`config.mk`:
```
export PLATFORM = sky130hd
export DESIGN_NAME = vga_scanout
export DESIGN_NICKNAME = d
export VERILOG_FILES = /design/src/rtl/vga_scanout.sv
export SDC_FILE = /design/constraint.sdc
export NUM_CORES = 1
export LEC_CHECK = 0
export CAP_MARGIN = 20
export CORE_UTILIZATION = 40
export CTS_BUF_LIST = sky130_fd_sc_hd__clkbuf_16
export DETAILED_ROUTE_END_ITERATION = 6
export SLEW_MARGIN = 40
export SYNTH_ARGS = -nofsm -noshare
export SYNTH_HDL_FRONTEND = slang
export SYNTH_SLANG_ARGS = --single-unit
```
`constraint.sdc`:
```
create_clock -name clk -period 3.6 [get_ports clk]
set_input_delay 0.72 -clock clk [delete_from_list [all_inputs] [get_ports clk]]
set_output_delay 0.72 -clock clk [all_outputs]
set_load 0.02 [all_outputs]
```
`src/rtl/vga_scanout.sv`:
```
// VGA scan-out: raster timing, frame_buffer read addressing, 2-stage pixel pipeline
// and the vertical-blanking buffer swap pulse.
module vga_scanout #(
  parameter int HOR_ACTIVE_PIXELS = 640,
  parameter int HOR_FRONT_PORCH   = 16,
  parameter int HOR_SYNC_PULSE    = 96,
  parameter int HOR_BACK_PORCH    = 48,
  parameter int VER_ACTIVE_PIXELS = 480,
  parameter int VER_FRONT_PORCH   = 10,
  parameter int VER_SYNC_PULSE    = 2,
  parameter int VER_BACK_PORCH    = 33,
  parameter int SYNC_ACTIVE_LOW   = 1,
  localparam int HOR_TOTAL    = HOR_ACTIVE_PIXELS + HOR_FRONT_PORCH + HOR_SYNC_PULSE + HOR_BACK_PORCH,
  localparam int VER_TOTAL    = VER_ACTIVE_PIXELS + VER_FRONT_PORCH + VER_SYNC_PULSE + VER_BACK_PORCH,
  localparam int PIXELS_COUNT = HOR_ACTIVE_PIXELS * VER_ACTIVE_PIXELS,
  localparam int ADDR_WIDTH   = $clog2(PIXELS_COUNT)
) (
  input  logic                  clk,
  input  logic                  rst_n,
  output logic [ADDR_WIDTH-1:0] read_addr,
  input  logic                  read_data,
  input  logic                  frame_ready,
  output logic                  swap,
  output logic                  vga_hsync,
  output logic                  vga_vsync,
  output logic                  vga_de,
  output logic [3:0]            vga_red,
  output logic [3:0]            vga_green,
  output logic [3:0]            vga_blue
);

  localparam int HW = $clog2(HOR_TOTAL);
  localparam int VW = $clog2(VER_TOTAL);

  localparam logic [HW-1:0] H_ACT      = HW'(HOR_ACTIVE_PIXELS);
  localparam logic [HW-1:0] H_ACT_LAST = HW'(HOR_ACTIVE_PIXELS - 1);
  localparam logic [HW-1:0] H_LAST     = HW'(HOR_TOTAL - 1);
  localparam logic [HW-1:0] HS_START   = HW'(HOR_ACTIVE_PIXELS + HOR_FRONT_PORCH);
  localparam logic [HW-1:0] HS_END     = HW'(HOR_ACTIVE_PIXELS + HOR_FRONT_PORCH + HOR_SYNC_PULSE);
  localparam logic [VW-1:0] V_ACT      = VW'(VER_ACTIVE_PIXELS);
  localparam logic [VW-1:0] V_ACT_LAST = VW'(VER_ACTIVE_PIXELS - 1);
  localparam logic [VW-1:0] V_LAST     = VW'(VER_TOTAL - 1);
  localparam logic [VW-1:0] VS_START   = VW'(VER_ACTIVE_PIXELS + VER_FRONT_PORCH);
  localparam logic [VW-1:0] VS_END     = VW'(VER_ACTIVE_PIXELS + VER_FRONT_PORCH + VER_SYNC_PULSE);
  localparam logic          SYNC_IDLE  = (SYNC_ACTIVE_LOW != 0);

  logic [HW-1:0] h_cnt, h_nxt;
  logic [VW-1:0] v_cnt, v_nxt;
  logic          end_of_line, active0, hsync0, vsync0;
  logic          last_pixel, next_active, swap_edge;
  logic          de1, hs1, vs1;
  logic [3:0]    pix;

  always_comb begin
    end_of_line = (h_cnt == H_LAST);
    h_nxt       = end_of_line ? '0 : h_cnt + HW'(1);
    v_nxt       = v_cnt;
    if (end_of_line) begin
      v_nxt = (v_cnt == V_LAST) ? '0 : v_cnt + VW'(1);
    end
    active0     = (h_cnt < H_ACT) && (v_cnt < V_ACT);
    hsync0      = (h_cnt >= HS_START) && (h_cnt < HS_END);
    vsync0      = (v_cnt >= VS_START) && (v_cnt < VS_END);
    last_pixel  = (h_cnt == H_ACT_LAST) && (v_cnt == V_ACT_LAST);
    // Frame start is excluded: the address is already 0 there and must not step.
    next_active = (h_nxt < H_ACT) && (v_nxt < V_ACT) && ((h_nxt != '0) || (v_nxt != '0));
    swap_edge   = end_of_line && (v_cnt == V_ACT_LAST);
  end

  assign pix       = {4{read_data & de1}};

  // read_data arrives one clk after read_addr with no handshake, so stage 1 only
  // carries the timing flags and stage 2 merges them with the returned pixel.
  always_ff @(posedge clk or negedge rst_n) begin
    if (!rst_n) begin
      h_cnt     <= '0;
      v_cnt     <= '0;
      read_addr <= '0;
      swap      <= 1'b0;
      de1       <= 1'b0;
      hs1       <= 1'b0;
      vs1       <= 1'b0;
      vga_de    <= 1'b0;
      vga_hsync <= SYNC_IDLE;
      vga_vsync <= SYNC_IDLE;
      vga_red   <= '0;
      vga_green <= '0;
      vga_blue  <= '0;
    end else begin
      h_cnt <= h_nxt;
      v_cnt <= v_nxt;
      if (last_pixel) begin
        read_addr <= '0;
      end else if (next_active) begin
        read_addr <= read_addr + ADDR_WIDTH'(1);
      end
      swap      <= swap_edge & frame_ready;
      de1       <= active0;
      hs1       <= hsync0;
      vs1       <= vsync0;
      vga_de    <= de1;
      vga_hsync <= hs1 ^ SYNC_IDLE;
      vga_vsync <= vs1 ^ SYNC_IDLE;
      vga_red   <= pix;
      vga_green <= pix;
      vga_blue  <= pix;
    end
  end

endmodule

```
==> results.txt <==
- Port buffer count: 38
* CTS hold repair buffers: 0
- After the flow finishes, the layout carries non-filler instances totaling ~420.
- At the later pin of the worst-skew pair, clock insertion delay measures 0.28 ns.
- Cell at the root of the clock tree: sky130_fd_sc_hd__clkbuf_16
- Area added between synthesis and finish: 17.9%
- Measured against its own limit, the worst slew margin works out to between 50% and 60%.
- Syn Area/Cell: 9.19 um^2
- Setup slack on the worst reg-to-reg path comes out at approximately 0.30 ns.
- Critical Path Slowest Stage Cell: sky130_fd_sc_hd__or4b_4
- The worst path uses 91.6% of the clock period.
- Total routing resource utilization after global routing: 17.6%
- End point of the most critical hold path: vga_vsync
- The first global-routing pass estimated 10.4 mm of wire.
* Cell types with the largest area share after synthesis: sky130_fd_sc_hd__dfrtp_1, sky130_fd_sc_hd__o31ai_1, sky130_fd_sc_hd__or4_1
* Final Critical Period: ~3.3 ns
* Post-CTS Repair Setup Buffers: 0
* Power per cell area: roughly 320 nW/um^2
- Pre-Repair DR Iteration Count: 4
* Slew Limit Fails: 0
* Maximum vdd drop: between 0.3 and 0.4 mV
- Startpoint of the most critical hold path: vs1
* Post-synthesis instance area: 2840 um^2
* Horiz. Die Dim: between 80 and 90 um
- Counting the fill cells in the layout gives approximately 670.
* Unique masters post-synth: 50
- Share of flip-flops with an asynchronous set or reset after synthesis: between 90% and 100%
- The H-tree generated during clock tree synthesis spans 2 levels.
- Post-Route Utilization: 49.0%
- Adder-cell share of the synthesized area: 2.20%
* Routed wire length: between 6 and 7 mm
- On the final layout, the worst hold slack is about 0.35 ns.
- Clock slew at the register clock pins of the worst setup and hold paths: 0.06 ns
* DRC violation total after the first TritonRoute iteration: between 100 and 150
- Layout Nets: 335
* Effective utilization at floorplan: around two fifths
- Final setup violation count: 0
- Vias: roughly 2400
- Dominant combinational cell family by area after synthesis: simple AND/OR/NAND/NOR gates
* Ant. Diodes: 0
- In the final timing run, aggregate negative setup slack is 0 ns.
- Counting tap cells, the placed design contains a total of between 400 and 500 instances.
* Average routed wire per standard cell: about 15 um
* Pin count of the biggest net entering global routing: 48
- Critical path capture point type: register
- Critical-path cell list: or4b_4 -> nor4_1 -> xor2_1 -> and4_1 -> or3_1 -> buf_4 -> or4_1 -> a21oi_1
- Summing the areas of all compound-gate instances in the mapped netlist gives between 15 and 20% of the synthesized area.
- Clock sink count: 47
* Vertical die dimension: about 86 um
- In the synthesized netlist, the number of instances is roughly 300.
- Worst Path Max Fanout: 34
- Unrepaired setup endpoints after global routing: false
- Remaining global-route overflow: 0
- Post-synthesis sequential area ratio: 41.5%
- STA classifies the critical path startpoint as a register.
- The clock arrives with around 0.0075 ns of skew.
* Required time at the endpoint of the critical path: between 3 and 4 ns
- Static leakage: 1.25 nW
- Post-DR vias/cell: about 5.6
- In the synthesized netlist the dominant register cell turns out to be sky130_fd_sc_hd__dfrtp_1.
- Initial antenna violation count: 0
- By count the netlist is led by sky130_fd_sc_hd__dfrtp_1, sky130_fd_sc_hd__a21oi_1, sky130_fd_sc_hd__nand2_1.
* Number of endpoints with negative hold slack in the final report: 0
- The design draws roughly 1.1 mW.
* Endpoint of the lowest-slack register-to-register path: read_addr[10]
- CTS tree: yes
- RD Place Congestion: 0.907
- For the pin with the worst max-slew slack, the measured transition is slightly above 0.6 ns.
- Number of cells traversed by the worst hold path: 1
* Post-detailed-route count of antenna-violating nets: 0
* CP Data Arrival Time: between 3 and 4 ns
- The worst register-to-register path begins at h_cnt[5].
- Synth Warn #: 0
- Timing would allow up to between 300 and 400 MHz.
- Critical path's largest stage delay: between 0.6 and 0.7 ns
* Synthesized-area fraction occupied by xor and xnor cells: approximately 4%
- Ports placed on the boundary: 39
* Synthesis-stage register bit count: 47
- Cell type with the largest total area after synthesis: sky130_fd_sc_hd__dfrtp_1
* Fraction of layout instances using a drive strength above 1: under 10%
- Residual DRC count: 0
- Gates resized during post-CTS repair numbered 0.
* Synthesized netlist net count: between 300 and 400
- Via count of the first global-routing pass: about 2200
* Core outline area: around 6800 um^2
- Result of the run: finished clean
* Overall die area: 7440 um^2
* Detailed placer's ending HPWL: ~4.3 mm
- The cell family contributing the most delay on the critical path is simple AND/OR/NAND/NOR gates.
* Combined buffer and inverter count along the critical path: 1
- Maximum Capacitance Violations: 0
* Reg2reg path depth: 8
- In the synthesized netlist, mux cells make up less than 1% of the area.
- Bufs on Longest Clock Path: 2
* Std-Cell Rows: 30
- The share of synthesized area in the top cell type comes to between 30% and 40%.
- In this run, synthesis inferred 0 flip-flops with an integrated enable.
* Number of clock buffers inserted by TritonCTS: 5
- Summing the areas of all and, or, nand and nor instances in the mapped netlist gives around 27% of the synthesized area.
- The worst hold path belongs to the class reg2reg.
- Dominant cell by count in the synthesized netlist: sky130_fd_sc_hd__dfrtp_1
- Type of the worst setup path: reg2reg
flip-flops by register name (all words and copies together), names as in the netlist:
| register | flops |
|---|---|
| vs1 | 1 |
| vga_hsync | 1 |
| v_cnt | 10 |
| hs1 | 1 |
| de1 | 1 |
| read_addr | 19 |
| vga_de | 1 |
| h_cnt | 10 |
| vga_blue | 1 |
| swap | 1 |
| vga_vsync | 1 |
where the power goes:
group,internal [mW],switching [mW]
Sequential,0.529,0.00149
Combinational,0.0141,0.0220
Clock,0.321,0.185
Total,0.864,0.209
cell usage in the layout, fill, tap and decap left out, types with 9 or more instances in the layout:
master | Yosys | routed
sky130_fd_sc_hd__a21oi_1 | 22 | 22
sky130_fd_sc_hd__or4_1 | 15 | 15
sky130_fd_sc_hd__o31ai_1 | 15 | 15
sky130_fd_sc_hd__dfrtp_1 | 45 | 45
sky130_fd_sc_hd__o21ai_0 | 10 | 10
sky130_fd_sc_hd__nand3_1 | 15 | 15
sky130_fd_sc_hd__buf_4 | 11 | 9
sky130_fd_sc_hd__nand4_1 | 13 | 13
sky130_fd_sc_hd__clkdlybuf4s50_1 | 0 | 37
sky130_fd_sc_hd__nand2_1 | 21 | 21
sky130_fd_sc_hd__inv_1 | 13 | 14
worst max-delay path by stage:
stage                        start            end  slack [ns]  depth (start not counted)
after global routing      h_cnt[5]  read_addr[17]        0.04                          8
after global placement    h_cnt[5]  read_addr[18]        0.39                          8
after detailed placement  h_cnt[5]  read_addr[10]        0.33                          8
after CTS                 h_cnt[5]  read_addr[18]        0.30                          8
after floorplan           h_cnt[5]  read_addr[13]        0.46                         11
final                     h_cnt[5]  read_addr[10]        0.30                          8
area by class of cell:
| cell class | count | area [um^2] | share of cell area (%) |
|---|---|---|---|
| inverters | 13 | 48.8 | 1.46 |
| repair buffers | 46 | 438 | 13.1 |
| clock inverters | 2 | 33.8 | 1.01 |
| multi-input cells | 213 | 1400 | 41.9 |
| flip-flops and latches | 47 | 1180 | 35.2 |
| well taps | 96 | 120 | 3.59 |
| clock buffers | 5 | 125 | 3.74 |
per-layer routing:
| metal | part of all wire [%] | GRT usage (%) |
|---|---|---|
| met1 | 48 | 23.1 |
| met2 | 47 | 29.6 |
| met3 | 3.7 | 3.24 |
| met4 | 1.2 | 5.45 |
| met5 | 0 | 0 |
logic make-up (layout without fill, tap and decap cells):
group | count (synthesis) | after routing
DFF | 47 | 47
AOI/OAI and AO/OA | 67 | 67
adders and majority gates | 5 | 5
and+or+nand+nor | 127 | 127
muxes | 1 | 1
buffers and inverters | 49 | 66
xor gates and xnor gates | 13 | 13
stage by stage:
step / worst slack, ns / instance area, um^2
after detailed placement: 0.328 / 3190
after CTS: 0.297 / 3350
final: 0.301 / 3350
after floorplan: 0.458 / 2840
after global placement: 0.388 / 3190
after global routing: 0.0426 / 3350
Power figures use the tool's default switching activity.
